**src/rtl/mem_port_arbiter.sv**
```systemverilog
`default_nettype none
// ============================================================================
// Module   : mem_port_arbiter
// Purpose  : Two-to-one memory arbiter. Merges the instruction-fetch port (A,
//            read-only) and the data port (B, read/write) onto one memory
//            port. One transaction is outstanding at a time; it is latched on
//            acceptance, presented downstream until mem_resp, and the result
//            is returned to the originating port as a one-cycle pulse.
// Ports    : clk, rst_n (async, active-low)
//            Port A : read_a, address_a -> resp_a, rdata_a
//            Port B : read_b, write, wmask, address_b, wdata -> resp_b, rdata_b
//            Memory : mem_read, mem_write, mem_wmask, mem_address, mem_wdata
//                     <- mem_rdata, mem_resp
// Config   : MEM_ARB_ROUND_ROBIN_EN - when defined, contention in IDLE is
//            resolved round-robin; otherwise port B has fixed priority.
// Revision : 1.0 - initial release
// ============================================================================
module mem_port_arbiter #(
    parameter int DATA_WIDTH = 32
) (
    input  logic                  clk,
    input  logic                  rst_n,
    // Port A (instruction fetch, read-only)
    input  logic                  read_a,
    input  logic [DATA_WIDTH-1:0] address_a,
    output logic                  resp_a,
    output logic [DATA_WIDTH-1:0] rdata_a,
    // Port B (data, read/write)
    input  logic                  read_b,
    input  logic                  write,
    input  logic [3:0]            wmask,
    input  logic [DATA_WIDTH-1:0] address_b,
    input  logic [DATA_WIDTH-1:0] wdata,
    output logic                  resp_b,
    output logic [DATA_WIDTH-1:0] rdata_b,
    // Downstream memory port
    output logic                  mem_read,
    output logic                  mem_write,
    output logic [3:0]            mem_wmask,
    output logic [DATA_WIDTH-1:0] mem_address,
    output logic [DATA_WIDTH-1:0] mem_wdata,
    input  logic [DATA_WIDTH-1:0] mem_rdata,
    input  logic                  mem_resp
);

    typedef enum logic [1:0] {
        S_IDLE = 2'd0,
        S_BUSY = 2'd1,
        S_RESP = 2'd2
    } state_t;

    state_t                r_state;
    state_t                w_state_nxt;

    // Transaction registers
    logic                  r_own_b;     // 0 = port A owns, 1 = port B owns
    logic                  r_we;
    logic [DATA_WIDTH-1:0] r_addr;
    logic [DATA_WIDTH-1:0] r_wdata;
    logic [3:0]            r_wmask;

    logic [DATA_WIDTH-1:0] r_rdata_a;
    logic [DATA_WIDTH-1:0] r_rdata_b;

    logic                  w_req_a;
    logic                  w_req_b;
    logic                  w_grant_b;
    logic                  w_accept;
    logic                  w_busy;
    logic                  w_resp;

    assign w_req_a  = read_a;
    assign w_req_b  = read_b | write;
    assign w_accept = (r_state == S_IDLE) && (w_req_a || w_req_b);

`ifdef MEM_ARB_ROUND_ROBIN_EN
    // Remembers who won the last contended grant; only contention updates
    // it, so a stream of uncontended requests does not disturb the rotation.
    logic r_last_b;

    always_ff @(posedge clk or negedge rst_n) begin
        if (!rst_n) begin
            r_last_b <= 1'b0;
        end else if (w_accept && w_req_a && w_req_b) begin
            r_last_b <= w_grant_b;
        end
    end

    always_comb begin
        w_grant_b = w_req_b && (!w_req_a || !r_last_b);
    end
`else
    always_comb begin
        w_grant_b = w_req_b;
    end
`endif

    // ------------------------------------------------------------------
    // FSM
    // ------------------------------------------------------------------
    always_ff @(posedge clk or negedge rst_n) begin
        if (!rst_n) begin
            r_state <= S_IDLE;
        end else begin
            r_state <= w_state_nxt;
        end
    end

    always_comb begin
        w_state_nxt = r_state;
        case (r_state)
            S_IDLE:  if (w_req_a || w_req_b) w_state_nxt = S_BUSY;
            S_BUSY:  if (mem_resp)           w_state_nxt = S_RESP;
            S_RESP:                          w_state_nxt = S_IDLE;
            default:                         w_state_nxt = S_IDLE;
        endcase
    end

    // ------------------------------------------------------------------
    // Transaction capture. Port A is forced to a read with no write data
    // so a stale B write can never leak onto an A transaction. A write on
    // port B overrides a simultaneous read_b.
    // ------------------------------------------------------------------
    always_ff @(posedge clk or negedge rst_n) begin
        if (!rst_n) begin
            r_own_b <= 1'b0;
            r_we    <= 1'b0;
            r_addr  <= '0;
            r_wdata <= '0;
            r_wmask <= '0;
        end else if (w_accept) begin
            r_own_b <= w_grant_b;
            r_we    <= w_grant_b & write;
            r_addr  <= w_grant_b ? address_b : address_a;
            r_wdata <= w_grant_b ? wdata     : '0;
            r_wmask <= w_grant_b ? wmask     : 4'h0;
        end
    end

    // Read data is held until the owner's next read completes.
    always_ff @(posedge clk or negedge rst_n) begin
        if (!rst_n) begin
            r_rdata_a <= '0;
            r_rdata_b <= '0;
        end else if ((r_state == S_BUSY) && mem_resp) begin
            if (!r_own_b) begin
                r_rdata_a <= mem_rdata;
            end else if (!r_we) begin
                r_rdata_b <= mem_rdata;
            end
        end
    end

    // ------------------------------------------------------------------
    // Outputs: decoded from registers only
    // ------------------------------------------------------------------
    assign w_busy      = (r_state == S_BUSY);
    assign w_resp      = (r_state == S_RESP);

    assign mem_read    = w_busy & ~r_we;
    assign mem_write   = w_busy &  r_we;
    assign mem_wmask   = w_busy ? r_wmask : 4'h0;
    assign mem_address = r_addr;
    assign mem_wdata   = r_wdata;

    assign resp_a      = w_resp & ~r_own_b;
    assign resp_b      = w_resp &  r_own_b;
    assign rdata_a     = r_rdata_a;
    assign rdata_b     = r_rdata_b;

endmodule
`default_nettype wire

```
**config.mk**
```make
export PLATFORM = sky130hd
export DESIGN_NAME = mem_port_arbiter
export DESIGN_NICKNAME = d
export VERILOG_FILES = /design/src/rtl/mem_port_arbiter.sv
export SDC_FILE = /design/constraint.sdc
export NUM_CORES = 1
export LEC_CHECK = 0
export BUFFER_PORTS_ARGS = -buffer_cell sky130_fd_sc_hd__buf_2
export CELL_PAD_IN_SITES_DETAIL_PLACEMENT = 0
export CELL_PAD_IN_SITES_GLOBAL_PLACEMENT = 1
export CORE_ASPECT_RATIO = 1.25
export CORE_MARGIN = 5
export CORE_UTILIZATION = 30
export CTS_CLUSTER_SIZE = 24
export DETAILED_ROUTE_END_ITERATION = 8
export PLACE_DENSITY_LB_ADDON = 0.1
export SKIP_CTS_REPAIR_TIMING = 1
export SYNTH_ARGS = -nofsm -noshare
export SYNTH_HDL_FRONTEND = slang
export SYNTH_SLANG_ARGS = --single-unit
export TNS_END_PERCENT = 30
```
**constraint.sdc**
```tcl
create_clock -name clk -period 2.4 [get_ports clk]
set_clock_uncertainty 0.15 [all_clocks]
set_input_delay 0.6 -clock clk [delete_from_list [all_inputs] [get_ports clk]]
set_output_delay 0.6 -clock clk [all_outputs]
set_load 0.01 [all_outputs]
```
## Word level (Yosys, flattened, before mapping)

Index checks and enable logic that the tools add are counted.

| word-level totals | value |
|---|---|
| logic and storage cells | 34 |
| input port bits | 138 |
| register bits | 136 |
| output and inout port bits | 136 |

| cells by class | value |
|---|---|
| bitwise logic cells | 8 |
| reductions and logical operators | 7 |
| muxes and demuxes | 7 |
| eq/ne operators | 4 |

Operator list:

| operator | number |
|---|---|
| two-way mux 32 bit | 2 |
| two-way mux 4 bit | 2 |
| bitwise AND 1 bit | 5 |
| two-way mux 2 bit | 2 |
| one-hot mux 2 bit (2 select lines) | 1 |
| AND reduction 2 bit | 2 |
| AND reduction 3 bit | 1 |
| == test 2 x 1 -> 1 bit, second input constant | 1 |
| == test 2 bit, second input constant | 1 |
| logical AND 1 bit | 2 |
| zero test 2 bit | 1 |
| != test 2 x 1 -> 1 bit, second input constant | 1 |
| != test 2 bit, second input constant | 1 |
| NOT 1 bit | 2 |
| logical OR 1 bit | 1 |
| bitwise OR 1 bit | 1 |

## Longest topological paths before layout

| logic depth | value |
|---|---|
| depth after elaboration | 4 |
| gate-level depth with buffers | 4 |
| gate-level depth less buffers | 3 |

## Worst setup path after synthesis

OpenSTA, ideal clock, no wires.

| timing path | value |
|---|---|
| kind | input to register |
| start | input write |
| end | register r_addr[0] (netlist: mem_address[0]) |
| data arrival time | 1.720 ns |
| stages | 4 |
| setup time | 0.125 ns |
| path slack | 0.405 ns |
| buffers on the path | 1 |
| required time | 2.125 ns |
| cells stage by stage | nor2_1 -> buf_2 -> mux2_2 -> mux2_2 |

| on the way | value |
|---|---|
| longest elaborated chain between the ends | 3 |
| elaborated cells on any way between the ends | 4 |
| those cells by class | mux: 1; bitwise: 1; reduce/logical: 2 |

Ends and longest elaborated chain:

| item | line | text |
|---|---|---|
| start: declaration | 30 | `input logic write,` |
| bitwise OR 1 bit * | 73 | `assign w_req_b = read_b \| write;` |
| logical OR 1 bit | 74 | `assign w_accept = (r_state == S_IDLE) && (w_req_a \|\| w_req_b);` |
| logical AND 1 bit | 74 |  |
| end signal: assignment | 134 | `r_addr <= w_grant_b ? address_b : address_a;` |
| end: declaration | 58 | `logic [DATA_WIDTH-1:0] r_addr;` |

Mark *: on every way between the ends. The rest lies on a longest branch, timed or not.
A chain may end at the register's enable or synchronous reset.

## Final worst setup path

| timing path | value |
|---|---|
| start | register r_state[0] |
| end | output mem_wmask[1] |

| on the way | value |
|---|---|
| longest elaborated chain between the ends | 2 |

Ends and longest elaborated chain:

| item | line | text |
|---|---|---|
| start: declaration | 52 | `state_t r_state;` |
| start signal: assignment | 105 | `r_state <= w_state_nxt;` |
| == test 2 x 1 -> 1 bit | 157 | `assign w_busy = (r_state == S_BUSY);` |
| two-way mux 4 bit | 162 | `assign mem_wmask = w_busy ? r_wmask : 4'h0;` |
| end: declaration | 39 | `output logic [3:0] mem_wmask,` |

No other way between the ends.

==> flow_metrics.env <==
export IMPL_grt_pass1_vias=4380
export IMPL_p_leak_nw=3.817
export IMPL_synth_avg_cell_area_um2=15.95
export IMPL_rows=55
export IMPL_fin_hold_ws_ns=-0.01662
export IMPL_dieWidth_um=130.4
export IMPL_synth_top_area_share_pct=62.56
export IMPL_slew_limit_headroom_pct=67.43
export IMPL_ys_ff_latch=136
export IMPL_drive_gt1_share_pct=68.93
export IMPL_synth_ff_type="dfrtp_1"
export IMPL_gp_congestion=0.7531
export IMPL_vdd_ir_drop_max_uv=437.5
export IMPL_area_growth_pct=41.88
export IMPL_cpLargestDelayFamily="flip-flops"
export IMPL_setup_viol=0
export IMPL_placed_area_um2=7158
export IMPL_max_freq_mhz=443.4
export IMPL_numCtsBuffers=17
export IMPL_maxSlewViolCount=0
export IMPL_cp_num_cells=3
export IMPL_syn_area_um2=5440
export IMPL_asyncSetResetFlopFracSynth_pct=100.0
export IMPL_drt_wl_total_mm=15.35
export IMPL_fin_util_pct=42.97
export IMPL_violations="negative hold slack"
export IMPL_cpPeakStageDelay_ns=0.53
export IMPL_drtAntennaViolNets=0
export IMPL_clk_pin_slew_worst_paths_ns=0.06
export IMPL_grt_usage_pct=14.49
export IMPL_grt_overflow=0
export IMPL_grt_max_degree=50
export IMPL_crit_arrival_ns=1.51
export IMPL_r2r_slack_ns=0.55
export IMPL_max_slew_worst_pin_slew_ns=0.4886
export IMPL_worstPathBufferInverterCount=1
export IMPL_portBuffers=273
export IMPL_synth_cell_types=22
export IMPL_syn_nets=479
export IMPL_htreeDepth=4
export IMPL_cts_num_sinks=136
export IMPL_rsz0062_at_grt="no"
export IMPL_slowest_stage="dfrtp_1"
export IMPL_yosysSeqAreaShare_pct=62.56
export IMPL_crit_path_max_fanout=7
export IMPL_cp_startpoint="r_state[0]$_DFFE_PN0P_"
export IMPL_die_area_um2=20940
export IMPL_powerDensity_nw_per_um2=1368
export IMPL_cts_root_buf="clkbuf_16"
export IMPL_synth_top_cell_by_area="dfrtp_1"
export IMPL_drc_errors=0
export IMPL_syn_inst=341
export IMPL_wl_per_cell_um=17.77
export IMPL_status="complete, but fails checks"
export IMPL_crit_required_ns=1.65
export IMPL_period_share_pct=93.97
export IMPL_drtIter0Drc=148
export IMPL_num_nets_final=761
export IMPL_r2r_start="r_state[0]$_DFFE_PN0P_"
export IMPL_yosysMostFrequentCell="dfrtp_1"
export IMPL_cap_violations=0
export IMPL_max_clock_path_buffers=2
export IMPL_final_min_clock_period_ns=2.255
export IMPL_grt_first_pass_wirelength_mm=23.34
export IMPL_clk_latency_ns=0.40
export IMPL_ioPinCount=274
export IMPL_cp_cell_sequence="nor2b_2 -> and2_1 -> buf_2"
export IMPL_vias=3949
export IMPL_cp_end_kind="primary output"
export IMPL_synth_edf_count=0
export IMPL_synth_area_leaders="dfrtp_1 (63%), mux2_2 (25%), a22o_1 (5.8%)"
export IMPL_yosysWarnings=0
export IMPL_start_kind="register"
export IMPL_antenna_found_initial=3
export IMPL_cts_tree="built"
export IMPL_dpl_hpwl_mm=11.44
export IMPL_drt_pass1_iter_count=4
export IMPL_hold_path_class="input pin to async pin"
export IMPL_core_area_um2=17960
export IMPL_crit_type="register to primary output"
export IMPL_hold_violations=21
export IMPL_synthTopCellsByCount="dfrtp_1 (136), mux2_2 (121), a22o_1 (36)"
export IMPL_rr_worst_depth=5
export IMPL_start_util_pct=30.29
export IMPL_die_h_um=160.6
export IMPL_postLayoutCellArea_um2=7719
export IMPL_detail_route_vias_per_cell=4.571
layout make-up:
cell class              count  area (µm²)
diodes                      2       5.005
repair buffers            282        1515
inverters                   1       3.754
multi-input cells         185        1953
clock buffers              21       450.4
flip-flops and latches    136        3403
fillers                  1703       10240
well taps                 228       285.3
clock inverters             9       102.6
worst register-to-register path, cell delays in order (launching register included):
cell and delay (ns):
dfrtp_1 0.49, nor2_1 0.26, o31ai_4 0.13, buf_4 0.20, buf_4 0.24, a22o_1 0.27
final timing paths:
| kind | to |
|---|---|
| worst max register to register | mem_wdata[15]$_DFFE_PN0P_ |
| worst max-delay path | mem_wmask[1] |
| min in group clk | mem_wdata[1]$_DFFE_PN0P_ |
| worst min register to register | rdata_b[15]$_DFFE_PN0P_ |
| worst min-delay path | rdata_b[3]$_DFFE_PN0P_ |
| max in group asynchronous | mem_address[3]$_DFFE_PN0P_ |
report_power, final:
| group | switching, W | leakage [nW] | internal [W] | total (W) |
|---|---|---|---|---|
| logic | 0.00196 | 1.90 | 0.00209 | 0.00405 |
| registers | 0.000599 | 1.64 | 0.00344 | 0.00404 |
| clock network | 0.000931 | 0.276 | 0.00154 | 0.00247 |
per-stage QoR:
step	std cells	hold WS [ns]	TNS (ns)	setup WS, ns	total power, W
global placement	832	0.3112	0	0.3587	0.008152
floorplan	341	0.1544	0	0.4051	0.006320
detailed placement	832	0.3229	0	0.3287	0.008235
global route	864	0.007260	0	0.006958	0.01125
CTS	862	-0.02142	-0.0003435	-0.0003435	0.01077
finish	864	-0.01662	0	0.1448	0.01056
layer usage:
layer	global-route usage, %	part of all wire [%]	up-vias
met4	5.659	2.0	2
li1	-	-	1804
met2	23.93	50	171
met3	6.354	10	22
met5	0	0.13	-
met1	16.35	38	1950
flip-flops by register name, indices dropped and copies added (netlist names):
name / flops
rdata_a: 32
r_wmask: 4
r_we: 1
mem_wdata: 32
r_own_b: 1
mem_address: 32
r_state: 2
rdata_b: 32
cells by family after synthesis:
family                 synth area share, %
muxes                                26.70
DFF                                  62.56
and+or+nand+nor                      2.392
AOI/OAI and AO/OA                    6.256
buffers and inverters                2.093
placed cells by master (no fill, tap or decap), types with 2 or more instances in the layout:
cell type / instances
mux2_2: 121
nor2_4: 2
mux2_1: 8
clkinv_2: 5
and2_1: 5
dfrtp_1: 136
buf_2: 272
a22o_1: 36
buf_12: 6
diode_2: 2
buf_4: 3
clkinv_4: 2
clkbuf_1: 3
clkbuf_16: 17
nor2_1: 2
bufinv_16: 2
No activity file was read; power rests on OpenSTA's default activity.
